[src/rtl/match_clock_ctrl.sv]
// Scoreboard game-clock controller: period countdown, shot clock, period sequencing,
// speed modes, buzzer and low-time warning.
module match_clock_ctrl #(
    parameter int unsigned CLK_HZ      = 50_000_000,
    parameter int unsigned TIME_W      = 12,
    parameter int unsigned PERIOD_SEC  = 600,
    parameter int unsigned MAX_SEC     = 3599,
    parameter int unsigned NUM_PERIODS = 4,
    parameter int unsigned SHOT_SEC    = 24,
    parameter int unsigned WARN_SEC    = 30,
    parameter int unsigned BUZZ_CYC    = 25_000_000
) (
    input  logic              i_clk,
    input  logic              i_rst_n,
    input  logic              i_start,
    input  logic              i_set_en,
    input  logic              i_add_sub,
    input  logic              i_inc_sec,
    input  logic              i_inc_min,
    input  logic              i_shot_rst,
    input  logic [1:0]        i_speed,
    output logic [TIME_W-1:0] o_game_sec,
    output logic [5:0]        o_shot_sec,
    output logic [2:0]        o_period,
    output logic [2:0]        o_state,
    output logic              o_period_end,
    output logic              o_shot_viol,
    output logic              o_warn_led,
    output logic              o_buzzer
);

    localparam int unsigned PRE_W  = (CLK_HZ > 1) ? $clog2(CLK_HZ) : 1;
    localparam int unsigned BUZZ_W = $clog2(BUZZ_CYC + 1);

    typedef enum logic [2:0] {
        StIdle  = 3'd0,
        StRun   = 3'd1,
        StPause = 3'd2,
        StSet   = 3'd3,
        StPend  = 3'd4,
        StOver  = 3'd5
    } state_t;

    state_t              r_state, w_state_nxt;
    logic [TIME_W-1:0]   r_game, w_game_nxt;
    logic [5:0]          r_shot, w_shot_nxt;
    logic [2:0]          r_period, w_period_nxt;
    logic [PRE_W-1:0]    r_pre, w_pre_nxt;
    logic [BUZZ_W-1:0]   r_buzz_cnt, w_buzz_nxt;
    logic                r_start_q;
    logic                r_period_end, w_period_end_nxt;
    logic                r_shot_viol, w_shot_viol_nxt;

    logic                w_tick, w_start_rise;
    logic [3:0]          w_step;
    logic [TIME_W:0]     w_game_ext, w_step_g, w_delta, w_sum;
    logic [TIME_W-1:0]   w_game_dec, w_game_set;
    logic [5:0]          w_shot_dec;
    logic                w_game_hit0, w_shot_hit0;

    assign w_tick       = (r_state == StRun) && (r_pre == PRE_W'(CLK_HZ - 1));
    assign w_start_rise = i_start && !r_start_q;

    always_comb begin
        unique case (i_speed)
            2'b10:   w_step = 4'd5;
            2'b11:   w_step = 4'd10;
            default: w_step = 4'd1;
        endcase
    end

    // All game-time arithmetic is done one bit wider so no compare can wrap.
    assign w_game_ext  = {1'b0, r_game};
    assign w_step_g    = (TIME_W + 1)'(w_step);
    assign w_game_hit0 = w_tick && (r_game != '0) && (w_game_ext <= w_step_g);
    assign w_game_dec  = (w_game_ext <= w_step_g) ? '0 : r_game - TIME_W'(w_step);
    assign w_shot_hit0 = w_tick && (r_shot != '0) && (r_shot <= 6'(w_step));
    assign w_shot_dec  = (r_shot <= 6'(w_step)) ? '0 : r_shot - 6'(w_step);

    assign w_delta = (i_inc_min ? (TIME_W + 1)'(60) : '0) + (i_inc_sec ? (TIME_W + 1)'(1) : '0);
    assign w_sum   = w_game_ext + w_delta;

    always_comb begin
        w_game_set = r_game;
        if (i_add_sub) begin
            w_game_set = (w_sum > (TIME_W + 1)'(MAX_SEC)) ? '0 : w_sum[TIME_W-1:0];
        end else begin
            w_game_set = (w_game_ext < w_delta) ? '0 : r_game - w_delta[TIME_W-1:0];
        end
    end

    always_comb begin
        w_state_nxt      = r_state;
        w_game_nxt       = r_game;
        w_shot_nxt       = r_shot;
        w_period_nxt     = r_period;
        w_period_end_nxt = 1'b0;
        w_shot_viol_nxt  = 1'b0;
        w_pre_nxt        = '0;
        w_buzz_nxt       = (r_buzz_cnt != '0) ? r_buzz_cnt - 1'b1 : r_buzz_cnt;
        if (r_period_end || r_shot_viol) begin
            w_buzz_nxt = BUZZ_W'(BUZZ_CYC);
        end

        unique case (r_state)
            StIdle, StPause: begin
                if (i_set_en) begin
                    w_state_nxt = StSet;
                end else if (i_start) begin
                    w_state_nxt = StRun;
                end
            end
            StRun: begin
                w_pre_nxt = w_tick ? '0 : r_pre + 1'b1;
                if (w_tick) begin
                    w_game_nxt       = w_game_dec;
                    w_shot_nxt       = w_shot_dec;
                    w_period_end_nxt = w_game_hit0;
                    // A same-cycle shot-clock reload cancels the violation.
                    w_shot_viol_nxt  = w_shot_hit0 && !i_shot_rst;
                end
                if (w_game_hit0) begin
                    w_state_nxt = StPend;
                end else if ((w_shot_hit0 && !i_shot_rst) || !i_start) begin
                    w_state_nxt = StPause;
                end
            end
            StSet: begin
                if (i_inc_min || i_inc_sec) begin
                    w_game_nxt = w_game_set;
                end
                if (!i_set_en) begin
                    w_state_nxt = StPause;
                end
            end
            StPend: begin
                if (w_start_rise) begin
                    w_buzz_nxt = '0;
                    if (r_period < 3'(NUM_PERIODS)) begin
                        w_period_nxt = r_period + 3'd1;
                        w_game_nxt   = TIME_W'(PERIOD_SEC);
                        w_shot_nxt   = 6'(SHOT_SEC);
                        w_state_nxt  = StRun;
                    end else begin
                        w_state_nxt = StOver;
                    end
                end
            end
            StOver: begin
                w_state_nxt = StOver;
            end
            default: begin
                w_state_nxt = StIdle;
            end
        endcase

        if (i_shot_rst && (r_state != StOver)) begin
            w_shot_nxt = 6'(SHOT_SEC);
        end
    end

    always_ff @(posedge i_clk or negedge i_rst_n) begin
        if (!i_rst_n) begin
            r_state      <= StIdle;
            r_game       <= TIME_W'(PERIOD_SEC);
            r_shot       <= 6'(SHOT_SEC);
            r_period     <= 3'd1;
            r_pre        <= '0;
            r_buzz_cnt   <= '0;
            r_start_q    <= 1'b0;
            r_period_end <= 1'b0;
            r_shot_viol  <= 1'b0;
        end else begin
            r_state      <= w_state_nxt;
            r_game       <= w_game_nxt;
            r_shot       <= w_shot_nxt;
            r_period     <= w_period_nxt;
            r_pre        <= w_pre_nxt;
            r_buzz_cnt   <= w_buzz_nxt;
            r_start_q    <= i_start;
            r_period_end <= w_period_end_nxt;
            r_shot_viol  <= w_shot_viol_nxt;
        end
    end

    assign o_game_sec   = r_game;
    assign o_shot_sec   = r_shot;
    assign o_period     = r_period;
    assign o_state      = r_state;
    assign o_period_end = r_period_end;
    assign o_shot_viol  = r_shot_viol;
    assign o_buzzer     = (r_buzz_cnt != '0);
    assign o_warn_led   = ((r_state == StRun) && (r_game <= TIME_W'(WARN_SEC))) ? r_game[0] : 1'b0;

endmodule

[config.mk]
export PLATFORM = sky130hd
export DESIGN_NAME = match_clock_ctrl
export DESIGN_NICKNAME = d
export VERILOG_FILES = /design/src/rtl/match_clock_ctrl.sv
export SDC_FILE = /design/constraint.sdc
export NUM_CORES = 1
export LEC_CHECK = 0
export CELL_PAD_IN_SITES_DETAIL_PLACEMENT = 0
export CELL_PAD_IN_SITES_GLOBAL_PLACEMENT = 2
export CORE_ASPECT_RATIO = 0.8
export CORE_MARGIN = 2
export CORE_UTILIZATION = 31
export CTS_BUF_LIST = sky130_fd_sc_hd__clkbuf_4 sky130_fd_sc_hd__clkbuf_8 sky130_fd_sc_hd__clkbuf_16
export CTS_CLUSTER_SIZE = 14
export DETAILED_ROUTE_END_ITERATION = 10
export PLACE_DENSITY_LB_ADDON = 0.1
export SETUP_SLACK_MARGIN = 0.1
export SYNTH_ARGS = -nofsm -noshare
export SYNTH_HDL_FRONTEND = slang
export SYNTH_SLANG_ARGS = --single-unit
export TNS_END_PERCENT = 20
[constraint.sdc]
create_clock -name i_clk -period 3.5 [get_ports i_clk]
set_input_delay 0.35 -clock i_clk [delete_from_list [all_inputs] [get_ports i_clk]]
set_output_delay 0.35 -clock i_clk [all_outputs]
set_load 0.02 [all_outputs]
Yosys cells after proc, flatten, opt, wreduce, memory -nomap -nowiden
Index checks and enable logic that the tools add are counted.
{ "word_totals": {"wordCells": 105, "inputBits": 10, "regBits": 78, "rom_bits": 0, "output_inout_bits": 28, "latch_bits": 0, "ram_bits": 0, "memories": 0} }
{ "classes": {"addsub": 8, "n_reduce_logical": 26, "n_bitwise": 0, "mux": 37, "n_eq_ne": 19, "n_mul": 0, "div_mod_pow": 0, "n_lt_le_gt_ge": 6, "shifts": 0} }
{ "ops": {"columns": ["operator", "n"], "rows": [
  ["two-way mux 25 bit", 4],
  ["two-way mux 12 bit", 8],
  ["two-way mux 26 bit", 2],
  ["two-way mux 6 bit", 6],
  ["one-hot mux 12 bit (3 select lines)", 1],
  ["adder 26 x 1 -> 26 bit (second input constant)", 1],
  ["equality test 26 bit (second input constant)", 1],
  ["nonzero test 25 bit", 1],
  ["subtractor 25 x 1 -> 25 bit (second input constant)", 1],
  ["two-way mux 3 bit", 7],
  ["one-hot mux 3 bit (5 select lines)", 1],
  ["adder 12 x 7 -> 13 bit", 1],
  ["> comparator 13 x 12 -> 1 bit (second input constant)", 1],
  ["<= comparator 12 x 4 -> 1 bit", 1],
  ["<= comparator 12 x 5 -> 1 bit (second input constant)", 1],
  ["< comparator 12 x 7 -> 1 bit", 1],
  ["!= test 3 bit (second input constant)", 4],
  ["one-hot mux 6 bit (2 select lines)", 1],
  ["nonzero test 12 bit", 1],
  ["subtractor 12 x 4 -> 12 bit", 1],
  ["subtractor 12 x 7 -> 12 bit", 1],
  ["!= test 2 bit (second input constant)", 5],
  ["logical AND 1 bit", 9],
  ["one-hot mux 4 bit (2 select lines)", 1],
  ["other kinds (20)", 35]
]} }

Longest topological paths before layout
Gate-level depths: netlist of the first run.
{ "logic_depth": {"word_depth": 9, "ltp_mapped": 12, "mapped_depth_nobuf": 11} }

Worst setup path after synthesis of the first run
Ideal clock, no wire load.
{ "synth_path": {"path_kind": "input to register", "start": "in i_speed[0]", "end": "reg r_state[0] (netlist: o_state[0])", "t_arrival_ns": 2.727, "stages": 11, "path_slack_ns": 0.648, "path_cell_list": "nand2_1 -> ha_1 -> inv_1 -> fa_1 -> a21o_1 -> a21o_1 -> a211o_1 -> or3_1 -> o211ai_1 -> o21ai_1 -> mux2_2"} }
{ "synth_via": {"elab_chain_len": 8, "word_cells_on_any_way": 13} }
{ "synth_rtl": {"columns": ["element", "line", "rtl"], "rows": [
  ["start: declaration", "21", "input logic [1:0] i_speed,"],
  ["equality test 2 bit", "65", "unique case (i_speed)"],
  ["one-hot mux 4 bit (2 select lines) (*)", "65", null],
  ["<= comparator 6 x 4 -> 1 bit", "77", "assign w_shot_hit0 = w_tick && (r_shot != '0) && (r_shot <= 6'(w_step));"],
  ["logical AND 1 bit", "77", null],
  ["logical AND 1 bit", "124", "end else if ((w_shot_hit0 && !i_shot_rst) || !i_start) begin"],
  ["logical OR 1 bit", "124", null],
  ["!= test 3 x 2 -> 1 bit (no line)", null, null],
  ["AND reduction 4 bit (no line)", null, null],
  ["end signal: assignment", "164", "r_state <= StIdle;"],
  ["end signal: assignment", "174", "r_state <= w_state_nxt;"],
  ["end: declaration", "44", "state_t r_state, w_state_nxt;"]
]} }
Mark *: on every way between the ends. The rest lies on a longest branch, timed or not.
A chain may end at the register's enable or synchronous reset.

Worst setup path in the final report of the first run
{ "layout_path": {"start": "reg r_buzz_cnt[3]", "end": "out o_buzzer"} }
{ "layout_via": {"elab_chain_len": 1} }
{ "layout_rtl": {"columns": ["element", "line", "rtl"], "rows": [
  ["start: declaration", "49", "logic [BUZZ_W-1:0] r_buzz_cnt, w_buzz_nxt;"],
  ["start signal: assignment", "179", "r_buzz_cnt <= w_buzz_nxt;"],
  ["nonzero test 25 bit", "192", "assign o_buzzer = (r_buzz_cnt != '0);"],
  ["end: declaration", "29", "output logic o_buzzer"]
]} }
No other way between the ends.

==> results of run 1 <==
-- per-layer routing --
metal  vias up  GRT usage, %
met4         0          4.73
met3        14          3.16
met5         -             0
met2        78          24.1
li1       2238             -
met1      2173          25.0
-- cell type report --
type                    instances  area (um^2)  share of cell area [%]
well taps                     220          275                    4.37
clock inverters                 3         22.5                   0.357
repair buffers                 58          526                    8.34
inverters                      21         78.8                    1.25
multi-input cells             469         3190                    50.6
clock buffers                  12          248                    3.93
flip-flops and latches         78         1960                    31.1
-- cell families (layout without fill, tap and decap cells) --
family / count (synthesis) / count (layout)
multiplexers: 4 / 4
AO/OA/AOI/OAI: 144 / 144
AND/OR/NAND/NOR: 240 / 240
adder cells (fa/ha/maj): 25 / 25
flip-flops: 78 / 78
XOR/XNOR: 56 / 56
buffers and inverters: 43 / 94
-- report_power, final --
group          switching (mW)  internal, mW  leakage [nW]
Sequential              0.346          1.13         0.984
Clock                   0.362         0.501         0.137
Combinational            1.42          1.06          1.38
Total                    2.13          2.70          2.50
-- metrics by stage --
step | worst slack, ns | utilization [%] | cell area (um^2) | instances
CTS | 0.470 | 37.8 | 6300 | 861
global route | 0.219 | 37.8 | 6300 | 861
finish | 0.501 | 37.8 | 6300 | 861
floorplan | 0.648 | - | 5330 | 590
global placement | 0.150 | 36.2 | 6030 | 846
detailed placement | 0.172 | 36.2 | 6030 | 846
-- sequential cells by signal, indices dropped and copies added, names as in the netlist --
name / cells
r_buzz_cnt: 25
o_state: 3
o_shot_viol: 1
r_start_q: 1
o_shot_sec: 6
o_period: 3
o_game_sec: 12
o_period_end: 1
r_pre: 26
-- critical path, cell delays in order (launching register included) --
cell and delay (ns):
dfrtp_1 0.43, or4_4 0.58, nor3_2 0.30, and4_1 0.38, inv_2 0.07, clkdlybuf4s50_1 0.55
-- cells in the final DEF, fill, tap and decap left out, types with 5 or more instances in the layout --
master / synthesis / layout
xor2_1: 24 / 24
or3_1: 11 / 11
nor4_1: 9 / 9
nor2_1: 65 / 65
nand3_1: 23 / 23
a211oi_1: 10 / 10
ha_1: 23 / 23
nand2b_1: 12 / 12
nor3_2: 5 / 5
nor2b_1: 12 / 12
a21o_1: 10 / 10
nand4_1: 8 / 8
a21oi_1: 34 / 34
buf_4: 3 / 22
xnor2_1: 32 / 32
nand2_1: 39 / 39
nor3_1: 16 / 16
clkdlybuf4s50_1: 0 / 36
dfrtp_1: 71 / 71
dfstp_2: 7 / 7
o211ai_1: 9 / 9
o21ai_0: 29 / 29
inv_1: 20 / 20
o31ai_1: 7 / 7
clkbuf_16: 0 / 9
and3_1: 13 / 13
-- worst paths after layout --
| check | slack, ns | start | endpoint |
|---|---|---|---|
| worst max-delay path | 0.50 | r_buzz_cnt[3]$_DFF_PN0_ | o_buzzer |
| worst min-delay path | 0.20 | i_rst_n | r_pre[17]$_DFF_PN0_ |
| worst max register to register | 0.58 | o_game_sec[4]$_DFFE_PN1P_ | o_game_sec[2]$_DFFE_PN0P_ |
| worst min register to register | 0.49 | r_pre[0]$_DFF_PN0_ | r_pre[0]$_DFF_PN0_ |
| max in group asynchronous | 2.65 | i_rst_n | o_game_sec[8]$_DFFE_PN0P_ |
| min in group i_clk | 0.49 | r_pre[0]$_DFF_PN0_ | r_pre[0]$_DFF_PN0_ |
==> impl_metrics.csv, run 1 <==
group,metric,value,unit
sta,worst-slew-pin-transition,1.09,ns
clocking,h-tree-depth,3,
sta,fmax,333,MHz
floorplanning,ios,38,
route,ant_nets,0,
clocking,cts_inserted_buffers,9,
global_routing,overflow,0,
clocking,cts_tree,"yes",
synthesis,synth-xor-area-share,9.21,%
clocking,clockRootBuffer,"clkbuf_16",
floorplanning,fp.dieW,151,um
synthesis,synthSimpleGateAreaFrac,24.0,%
synthesis,synthTopCellsByCount,"dfrtp_1, nor2_1, nand2_1, a21oi_1, xnor2_1",
sta,clock_skew,0.00887,ns
clocking,cts_hold_buf,0,
worst_setup_path,path_class,"reg2out",
route,route.met2.wl,6120,um
place,place.gp.congestion,0.833,
sta,period_needed,3.00,ns
sta,rsz0062_at_grt,"no",
final_layout,num_antenna_cells,0,
synthesis,syn_nets,625,
final_layout,syn_to_final_growth,18.2,%
floorplanning,start_util,32.0,%
synthesis,synth_fa_ha_area_share,6.15,%
sta,hold_viol_final,0,
worst_setup_path,ff2ff_path_depth,9,
synthesis,yosysWarnings,0,
run_status,status,"finished, final reports clean",
worst_setup_path,arrival,2.65,ns
synthesis,avgSynthCellArea,9.03,um^2
synthesis,synth_compound_area_share,19.7,%
route,wl_met3,537,um
worst_setup_path,path_max_fanout,5,
place,dp_hpwl,10600,um
run,cap_violations,0,
global_routing,grt_pass1_wl,23700,um
power,power,4.83,mW
hold_path,hold_class,"in2async",
sta,maxSlewViolCount,0,
synthesis,yosysUniqueCellTypes,72,
worst_setup_path,endpoint_kind,"output port",
synthesis,muxShareOfSynthArea,0.798,%
clocking,clk_latency,0.34,ns
place,port_buffers,37,
clocking,cts_setup_buffers,0,
clocking,cts.sinks,78,
sta,max_slew_margin,26.2,%
synthesis,synth_top_family_by_area,"simple AND/OR/NAND/NOR gates",
sta,period_share,85.7,%
synthesis,yosysMostFrequentCell,"dfrtp_1",
route,firstDrtPassIters,4,
synthesis,synth.area.top_cells,"dfrtp_1, ha_1, xnor2_1",
synthesis,ys.flop_type,"dfrtp_1",
global_routing,grt_max_degree,79,
final_layout,fill_cells,1692,
final_layout,final_nets,672,
power,powerDensity,766,mW/mm^2
floorplanning,fp.dieH,121,um
synthesis,async_flop_share,100,%
synthesis,syn_inst,590,
route,detail_route.wirelength.met1,7540,um
sta,fin_hold_ws,0.204,ns
global_routing,antenna_found_initial,0,
sta,tns,0,ns
synthesis,synth_edf_count,0,
global_routing,grt_use_total,16.6,%
clocking,clk_pin_slew,0.06,ns
global_routing,grt_pass1_vias,4438,
clocking,cts.path.max_buffers,2,
route,drc_errors,0,
route,drt-vias-per-instance,5.23,
route,routed-via-count,4503,
synthesis,syn_area,0.00533,mm^2
route,maxUsedRoutingLayer,"met4",
floorplanning,row_count,42,
floorplanning,die_area,0.0183,mm^2
power,p_leak,2.50,nW
route,drt_wl_total,14400,um
synthesis,ys_ff_latch,78,
floorplanning,coreArea,0.0167,mm^2
clocking,ctsResizeCount,0,
worst_setup_path,critPathLaunchType,"flop",
route,wire_per_inst,16.7,um
synthesis,yosysSeqAreaShare,36.8,%
power,vdd_drop_max,0.000258,V
synthesis,synth_top_area_share,33.3,%
synthesis,synth_top_area_cell,"dfrtp_1",
sta,finalSetupViolCount,0,
final_layout,layout-drive-gt1-share,11.1,%
worst_setup_path,crit_required,3.15,ns
route,drt-initial-drc-count,252,
Power figures use the tool's default switching activity.
==> run 2, diff against run 1 <==
Settings changed: CELL_PAD_IN_SITES_DETAIL_PLACEMENT 0 to 1.
==> run 2 against run 1 <==
  * Register-to-register slack got worse by 0.11 ns
  * Combinational power increased by 2%
  * Clock power grew 21%
  * Die area stayed put
  * Total power is 4.9% higher
  * Largest cell class unchanged
  * Cell area rose by 0.81%
  * Non-clock buffer count stayed put
  * Worst setup slack got worse by 0.097 ns
  * Worst hold slack lost 0.020 ns
  * Critical path depth stayed put
  * Routed wire length is 11% higher
  * Clock skew up 0.0011 ns
==> impl_metrics.csv, run 2 (synthesis gave the netlist of run 1 again) <==
group,metric,value,unit
power,p_leak,2.53,nW
run,cap_violations,0,
worst_setup_path,endpoint_kind,"output port",
place,port_buffers,37,
worst_setup_path,path_buf_inv,2,
global_routing,overflow,0,
final_layout,layout-drive-gt1-share,11.2,%
power,p_sw,2.24,mW
clocking,h-tree-depth,3,
clocking,clk_pin_slew,0.06,ns
power,power_frac_seq,29.5,%
sta,tns,0,ns
clocking,clockRootBuffer,"clkbuf_16",
power,power_frac_comb,49.9,%
final_layout,syn_to_final_growth,19.2,%
sta,period_share,88.5,%
sta,hold_viol_final,0,
global_routing,grt_pass1_vias,4829,
route,wire_per_inst,18.5,um
sta,fin_hold_ws,0.185,ns
final_layout,largest_register_ffs,26,
clocking,cts_setup_buffers,0,
floorplanning,start_util,32.0,%
sta,fmax,323,MHz
route,drt-vias-per-instance,5.34,
clocking,cts_tree,"yes",
power,powerDensity,798,mW/mm^2
floorplanning,coreArea,0.0167,mm^2
floorplanning,fp.dieH,121,um
clocking,cts_inserted_buffers,9,
final_layout,final_area,0.00635,mm^2
sta,clock_skew,0.00993,ns
worst_setup_path,crit_required,3.15,ns
floorplanning,row_count,42,
sta,finalSetupViolCount,0,
final_layout,layout_common_cells,"dfrtp_1, nor2_1, nand2_1, clkdlybuf4s50_1, a21oi_1",
worst_setup_path,arrival,2.75,ns
final_layout,final_nets,672,
final_layout,multi_input_area,0.00319,mm^2
power,p_int,2.83,mW
worst_setup_path,path_max_fanout,5,
floorplanning,die_area,0.0183,mm^2
clocking,cts_hold_buf,0,
power,p_sw_share,44.2,%
sta,max_slew_margin,23.4,%
clocking,cts.sinks,78,
global_routing,grt_use_total,18.6,%
worst_setup_path,max_stage_delay,0.57,ns
worst_setup_path,path_delay_family,"simple AND/OR/NAND/NOR gates",
route,drt_wl_total,16000,um
route,drt-initial-drc-count,175,
worst_setup_path,critPathSlowestCell,"or4_4",
hold_path,hold_class,"in2async",
sta,worst-slew-pin-transition,1.14,ns
floorplanning,fp.dieW,151,um
power,p_clk_share,20.6,%
final_layout,regArea,0.00196,mm^2
worst_setup_path,path_class,"reg2out",
clocking,ctsResizeCount,0,
place,dp_hpwl,11900,um
final_layout,final_core_util,38.1,%
worst_setup_path,crit_chain,"or4_4 > nor4_1 > and4_1 > inv_2 > clkdlybuf4s50_1",
clocking,clk_latency,0.35,ns
route,firstDrtPassIters,4,
route,drc_errors,0,
floorplanning,ios,38,
final_layout,layout_commonest_cell,"dfrtp_1",
global_routing,grt_max_degree,79,
sta,maxSlewViolCount,0,
clocking,cts.path.max_buffers,2,
route,routed-via-count,4603,
sta,rsz0062_at_grt,"no",
power,vdd_drop_max,0.000305,V
global_routing,grt_pass1_wl,26500,um
final_layout,num_antenna_cells,0,
worst_setup_path,critPathLaunchType,"flop",
sta,period_needed,3.10,ns
route,ant_nets,0,
place,placed_area,0.00603,mm^2
global_routing,antenna_found_initial,0,
final_layout,max_flop_register,"r_pre",
run_status,status,"finished, final reports clean",
final_layout,fill_cells,1911,
place,place.gp.congestion,0.833,
-- run 2: final cells by class --
cell class,count,area share (%)
clock buffer,9,3.55
clock inverter,7,1.52
inverter,21,1.24
multi-input combinational,469,50.2
sequential,78,30.9
tap,220,4.33
timing repair buffer,58,8.27
-- run 2: per-layer routing --
layer	global-route usage [%]	vias up	part of all wire [%]
met5	0	-	0
met4	3.62	0	0.93
met3	3.95	10	2.3
met2	28.3	46	44
met1	27.4	2313	52
li1	-	2234	-
-- run 2: through the flow --
stage / power, mW / cells / worst slack, ns
3_3_place_gp: 3.99 / 846 / 0.150
2_1_floorplan: 3.11 / 590 / 0.648
6_report: 5.07 / 862 / 0.404
4_1_cts: 5.11 / 862 / 0.364
3_5_place_dp: 4.03 / 846 / 0.113
5_1_grt: 5.43 / 862 / 0.168
-- run 2: final timing paths --
check | startpoint | endpoint | slack, ns | depth (start not counted)
worst max-delay path | r_buzz_cnt[19]$_DFF_PN0_ | o_buzzer | 0.40 | 5
worst min-delay path | i_rst_n | r_pre[16]$_DFF_PN0_ | 0.18 | 1
worst max register to register | o_game_sec[4]$_DFFE_PN1P_ | o_game_sec[2]$_DFFE_PN0P_ | 0.47 | 9
worst min register to register | r_pre[0]$_DFF_PN0_ | r_pre[0]$_DFF_PN0_ | 0.49 | 1
max in group asynchronous | i_rst_n | o_state[0]$_DFFE_PN0P_ | 2.64 | 1
min in group i_clk | r_pre[0]$_DFF_PN0_ | r_pre[0]$_DFF_PN0_ | 0.49 | 1
-- run 2: worst register-to-register path, cell delays in order, from the launching register on --
cell and delay, ns:
dfstp_2 0.69, ha_1 0.38, nor3b_2 0.30, nand4_1 0.20, nor4_1 0.33, a211oi_2 0.11
o311ai_4 0.44, buf_4 0.20, nand3_1 0.06, a31oi_1 0.22
-- run 2: power groups by stage --
stage	logic, mW	registers (mW)	clock network (mW)
2_1_floorplan	1.64	1.47	0
3_3_place_gp	2.49	1.49	0
3_5_place_dp	2.52	1.51	0
4_1_cts	2.54	1.49	1.08
5_1_grt	2.79	1.54	1.11
6_report	2.53	1.49	1.04
==> RTL change 1 (flow settings as in run 2) <==
Change the parameter `TIME_W` from 12 to 8.
--- a/src/rtl/match_clock_ctrl.sv
+++ b/src/rtl/match_clock_ctrl.sv
@@ -2,7 +2,7 @@
 // speed modes, buzzer and low-time warning.
 module match_clock_ctrl #(
     parameter int unsigned CLK_HZ      = 50_000_000,
-    parameter int unsigned TIME_W      = 12,
+    parameter int unsigned TIME_W      = 8,
     parameter int unsigned PERIOD_SEC  = 600,
     parameter int unsigned MAX_SEC     = 3599,
     parameter int unsigned NUM_PERIODS = 4,
Ports: changed (resized o_game_sec); port bits go from 38 to 34. The function was not compared with the original's and may differ.
==> RTL change 1 against run 2 <==
  * Sequential cell count decreased by 4
  * Synthesized cell count decreased by 13%
  * Routed wire length decreased by 18%
  * Power decreased by 17%
  * Largest cell class unchanged
  * Final cell count decreased by 14%
  * Clock skew increased by 0.0010 ns
  * Setup slack got worse by 0.12 ns
  * Cell area decreased by 12%
  * Area after synthesis decreased by 13%
==> RTL change 1: results (changes against run 2) <==
* Reg-to-reg endpoint: r_buzz_cnt[17] (was o_game_sec[2])
* Vias in the first global route at 4,176 (was 4,829)
* Initial DRC Count at 144 (was 175)
* Post-CTS Setup Inserts at 0 (unchanged)
* Clock latency on the worst-skew pair at 0.34 ns
* Status: finished, final reports clean (unchanged)
* Initial antenna violation count at 0 (unchanged)
* Register area share after synthesis at 40.1% (was 36.8%)
* Fin nets at 590 (was 672)
* Metal2 WL at 5890 microns (was 7070 microns)
* Met3 wire length at 344 microns (was 372 microns)
* Layout cell share with drive strength beyond 1 at 8.93% (was 11.2%)
* ANT cells at 0 (unchanged)
* Largest net degree at the start of global routing at 75 (was 79)
* Max reg flops at 26 (unchanged)
* H-Tree Depth at 3 (unchanged)
* Gpl congestion at 0.786 (was 0.833)
* Slowest cell on the critical path: clkdlybuf4s50_1 (was or4_4)
* Synth area leaders: dfrtp_1 37%, ha_1 6.2%, nor2_1 5.3%, xor2_1 5.1%, xnor2_1 4.7% (was dfrtp_1 33%, ha_1 5.4%, xnor2_1 5.3%, nor2_1 4.6%, xor2_1 3.9%)
* DP Wirelength at 9530 microns (was 11,900 microns)
* Ys async rst share at 100% (unchanged)
* Clock transition at path regs at 0.07 ns
* Largest reg by FF count: r_pre (unchanged)
* Leak at 2.31 nW (was 2.53 nW)
* Vias per Instance at 5.27 (was 5.34)
* Max layer used: met4 (unchanged)
* Netlist cell types at 59 (was 72)
* Top cells by count, synth: 68 x dfrtp_1, 66 x nor2_1, 37 x a21oi_1, 32 x nand2_1, 27 x xor2_1 (was 71 x dfrtp_1, 65 x nor2_1, 39 x nand2_1, 34 x a21oi_1, 32 x xnor2_1)
* Clock Path Buffers at 2 (unchanged)
* Total CTS buffers at 9 (unchanged)
* Final WL at 13,100 microns (was 16,000 microns)
* Input/output buffers at 33 (was 37)
* Post-cts gate resize count at 0 (unchanged)
* Fillers at 1,693 (was 1,911)
* CP Data Arrival Time at 2.87 ns (was 2.75 ns)
* Post-Syn Nets at 548 (was 625)
* Clock root buffer: clkbuf_16 (unchanged)
* Peak supply drop at 0.246 mV (was 0.305 mV)
* First-pass GRT wire length at 21,900 microns (was 26,500 microns)
* Highest cell delay on the worst timing path at 0.63 ns (was 0.57 ns)
* Crit Path Max Fanout at 8 (was 5)
* FF-to-FF path depth at 7 (was 9)
* HP Class: primary input to async pin (unchanged)
* Tot GR Track Use at 17.2% (was 18.6%)
* DR pass1 iterations at 4 (unchanged)
* Skew final at 0.0109 ns (was 0.00993 ns)
* R2R setup slack at 0.70 ns (was 0.47 ns)
* Yosys warns at 0 (unchanged)
* Relative slew slack at 34.5% (was 23.4%)
* DRT met1 WL at 6690 microns (was 8380 microns)
* Hold Vio Cnt, Final at 0 (unchanged)
* Reg2reg start: r_buzz_cnt[4] (was o_game_sec[4])
==> RTL change 1: changes by cell type in the layout (fill, tap and decap cells not counted), sizes merged, moves of 6 or more <==
cell	delta
o21ai	-13
buf	-8
nand2	-7
xnor2	-7
and3	-6
nand3	-6
o211ai	-6
==> RTL change 1: cell type report <==
cell class	count	area share, %
Multi-Input combinational cell	401	47.1
Inverter	23	1.54
Clock inverter	6	2.04
Tap cell	184	4.12
Clock buffer	10	4.28
Sequential cell	74	33.3
Timing Repair Buffer	46	7.61
==> RTL change 1: worst max-delay path by stage <==
| stage | startpoint | end | slack [ns] |
|---|---|---|---|
| after floorplan | r_buzz_cnt[4] | r_buzz_cnt[8] | 0.82 |
| after global placement | i_speed[1] | o_state[0] | 0.32 |
| after detailed placement | i_speed[1] | o_state[0] | 0.18 |
| after CTS | r_buzz_cnt[4] | o_buzzer | 0.25 |
| after global routing | r_buzz_cnt[0] | o_buzzer | 0.12 |
| final | r_buzz_cnt[4] | o_buzzer | 0.28 |
==> RTL change 1: cell families after synthesis <==
| kind of cell | Yosys count | synth area share (%) |
|---|---|---|
| and+or+nand+nor | 214 | 24.2 |
| AOI/OAI and AO/OA | 106 | 14.9 |
| DFF | 74 | 40.1 |
| xor gates and xnor gates | 52 | 9.82 |
| buffers and inverters | 38 | 3.13 |
| adders and majority gates | 25 | 7.07 |
| muxes | 4 | 0.890 |
==> RTL change 1: critical path: cells and delay by family, from the launching register on <==
kind | cells | cell delay (ns)
simple gates | 3 | 1.46
buf+inv | 1 | 0.63
flops | 1 | 0.43
==> RTL change 1: metal layers <==
metal / global-route usage [%] / vias to the layer above
li1: - / 1909
met1: 24.4 / 1952
met5: 0 / -
met2: 27.2 / 49
met4: 4.73 / 0
met3: 3.19 / 10
==> RTL change 1: power by group <==
group | leakage (nW) | internal [mW] | total (mW) | switching [mW]
logic | 1.20 | 0.768 | 1.81 | 1.04
registers | 0.945 | 1.04 | 1.29 | 0.243
clock network | 0.165 | 0.717 | 1.10 | 0.381
total | 2.31 | 2.53 | 4.19 | 1.66
==> RTL change 1: metrics by stage <==
step / utilization [%] / instance area (sq um) / std cells / hold slack [ns] / setup slack (ns)
2_1_floorplan: - / 4640 / 513 / 0.0544 / 0.818
3_3_place_gp: 36.3 / 5240 / 728 / 0.512 / 0.317
3_5_place_dp: 36.3 / 5240 / 728 / 0.516 / 0.177
4_1_cts: 38.7 / 5590 / 744 / 0.218 / 0.253
5_1_grt: 38.7 / 5590 / 744 / 0.239 / 0.116
6_report: 38.7 / 5590 / 744 / 0.162 / 0.283
==> RTL change 2 (flow settings as in run 2) <==
Without the edit above. Make the reset (`i_rst_n`) synchronous in one clocked block.
--- a/src/rtl/match_clock_ctrl.sv
+++ b/src/rtl/match_clock_ctrl.sv
@@ -159,7 +159,7 @@
         end
     end
 
-    always_ff @(posedge i_clk or negedge i_rst_n) begin
+    always_ff @(posedge i_clk) begin
         if (!i_rst_n) begin
             r_state      <= StIdle;
             r_game       <= TIME_W'(PERIOD_SEC);
Formal check against the unedited RTL: differs if i_rst_n is asserted again (counterexample within 4 cycles, from zero or initial values and one cycle with i_rst_n low); with i_rst_n held inactive, the same outputs for 10 cycles.
==> RTL change 2 against run 2 <==
  * Cell area shrank 7.2%
  * Area after synthesis fell by 9.0%
  * Final cell count up 1.2%
  * Sequential cell count did not move
  * Routed wire length decreased by 9.6%
  * Utilization grew 0.74 points
  * Fmax fell by 3.2%
  * Setup slack lost 0.10 ns
  * Clock skew barely moved
  * Hold slack better by 0.28 ns
  * Die area fell by 8.8%
  * Critical path depth grew 1
  * Critical path type unchanged
Power is not compared: it rests on default switching activity, and its combinational part moved more than twofold at a synthesized area within 25%.
==> RTL change 2: results (changes against run 2) <==
* Netlist cell types at 71 (was 72)
* Vias at 4,550 (was 4,603)
* Post-Syn Nets at 640 (was 625)
* HP Class: register to register (was primary input to async pin)
* Status: finished, final reports clean (unchanged)
* Fin crit share at 91.4% (was 88.5%)
* R2R setup slack at 0.61 ns (was 0.47 ns)
* DRC Markers at 0 (unchanged)
* Yosys warns at 0 (unchanged)
* Ys async rst share at 0% (was 100%)
* Crit Path Max Fanout at 6 (was 5)
* First-pass GRT wire length at 24,000 microns (was 26,500 microns)
* DP Wirelength at 11,000 microns (was 11,900 microns)
* Skew final at 0.0102 ns (was 0.00993 ns)
* FF-to-FF path depth at 13 (was 9)
* ANT cells at 0 (unchanged)
* Area after DPL at 5570 sq um (was 6030 sq um)
* Register area share after synthesis at 32.2% (was 36.8%)
* H-Tree Depth at 3 (unchanged)
* Top cells by count, synth: 89 x nor2_1, 78 x dfxtp_1, 49 x nand2_1, 39 x a21oi_1, 35 x xnor2_1 (was 71 x dfrtp_1, 65 x nor2_1, 39 x nand2_1, 34 x a21oi_1, 32 x xnor2_1)
* Relative slew slack at 44.0% (was 23.4%)
* Fillers at 1,827 (was 1,911)
* Worst slack, placed at 0.0448 ns (was 0.113 ns)
* Clock latency on the worst-skew pair at 0.34 ns
* Layout cell share with drive strength beyond 1 at 9.21% (was 11.2%)
* Psw at 1.19 mW
* Initial DRC Count at 256 (was 175)
* Largest reg by FF count: r_pre (unchanged)
* Top FF cell, synth: dfxtp_1 (was dfrtp_1)
* Total CTS buffers at 9 (unchanged)
* Hold Crit Depth at 1
* Post-Syn Area at 4850 sq um (was 5330 sq um)
* Synth area leaders: dfxtp_1 32%, nor2_1 6.9%, xnor2_1 6.3%, ha_1 5.9%, xor2_1 4.7% (was dfrtp_1 33%, ha_1 5.4%, xnor2_1 5.3%, nor2_1 4.6%, xor2_1 3.9%)
* Fin nets at 692 (was 672)
* Yosys top cell area share at 32.2% (was 33.3%)
* Tot GR Track Use at 18.4% (was 18.6%)
* Grt ovf at 0 (unchanged)
* Largest net degree at the start of global routing at 26 (was 79)
* Gpl congestion at 0.811 (was 0.833)
* CP Data Arrival Time at 2.85 ns (was 2.75 ns)
* Input/output buffers at 37 (unchanged)
* DR pass1 iterations at 4 (unchanged)
* Max reg flops at 26 (unchanged)
* Initial antenna violation count at 0 (unchanged)
* Leak at 2.23 nW
* Avg WL per Cell at 16.6 microns (was 18.5 microns)
RTL change 2: routing by layer:
metal	GRT usage [%]	part of all wire, %	vias up
met5	0	0	-
met4	3.79	0.45	0
met3	4.30	4.3	4
met2	27.5	43	92
met1	27.0	53	2201
li1	-	-	2253
RTL change 2: cell type report:
cell class / instances / area, sq um / share of cell area, %
clock buffer: 10 / 239 / 4.06
clock inverter: 6 / 61.3 / 1.04
inverter: 19 / 71.3 / 1.21
multi-input combinational: 485 / 3120 / 53.0
sequential: 78 / 1560 / 26.5
tap: 210 / 263 / 4.46
timing repair buffer: 64 / 573 / 9.72
RTL change 2: critical path: stages (launching register included):
cell	delay (ns)
dfxtp_1	0.36
or4_4	0.59
nor4_4	0.24
nor4b_4	0.30
nand2_1	0.13
or3_1	0.35
clkdlybuf4s50_1	0.54
RTL change 2: power by group through the flow:
stage | registers (mW) | logic [mW] | clock network (mW)
4_1_cts | 1.12 | 1.22 | 0.993
3_5_place_dp | 1.14 | 1.19 | 0
5_1_grt | 1.14 | 1.35 | 1.03
6_report | 1.12 | 1.21 | 0.956
3_3_place_gp | 1.13 | 1.15 | 0
2_1_floorplan | 1.13 | 0.838 | 0
RTL change 2: logic make-up (layout without fill, tap and decap cells):
family,after synthesis,after routing,synth area share [%]
adder cells (fa/ha/maj),25,25,6.76
AO/OA/AOI/OAI,129,129,17.5
AND/OR/NAND/NOR,265,265,27.9
flip-flops,78,78,32.2
multiplexers,5,5,1.03
XOR/XNOR,61,61,11.0
buffers and inverters,42,99,3.56
RTL change 2: per-stage QoR:
step / std cells / utilization [%] / hold WS [ns]
floorplan: 605 / - / 0.426
global placement: 855 / 36.8 / 0.444
detailed placement: 855 / 36.8 / 0.450
CTS: 872 / 38.8 / 0.466
global route: 872 / 38.9 / 0.498
finish: 872 / 38.9 / 0.460
RTL change 2: timing repair:
| item | CTS | global route |
|---|---|---|
| resized for setup | 0 | 2 |
| setup endpoints to repair | 1 | 6 |
| buffers inserted | 1 | 0 |
RTL change 2: worst paths after layout:
check                startpoint          to
setup / recovery  r_buzz_cnt[2]    o_buzzer
hold reg to reg        r_pre[0]    r_pre[0]
setup reg to reg  o_shot_sec[0]  o_state[2]
hold / removal         r_pre[0]    r_pre[0]
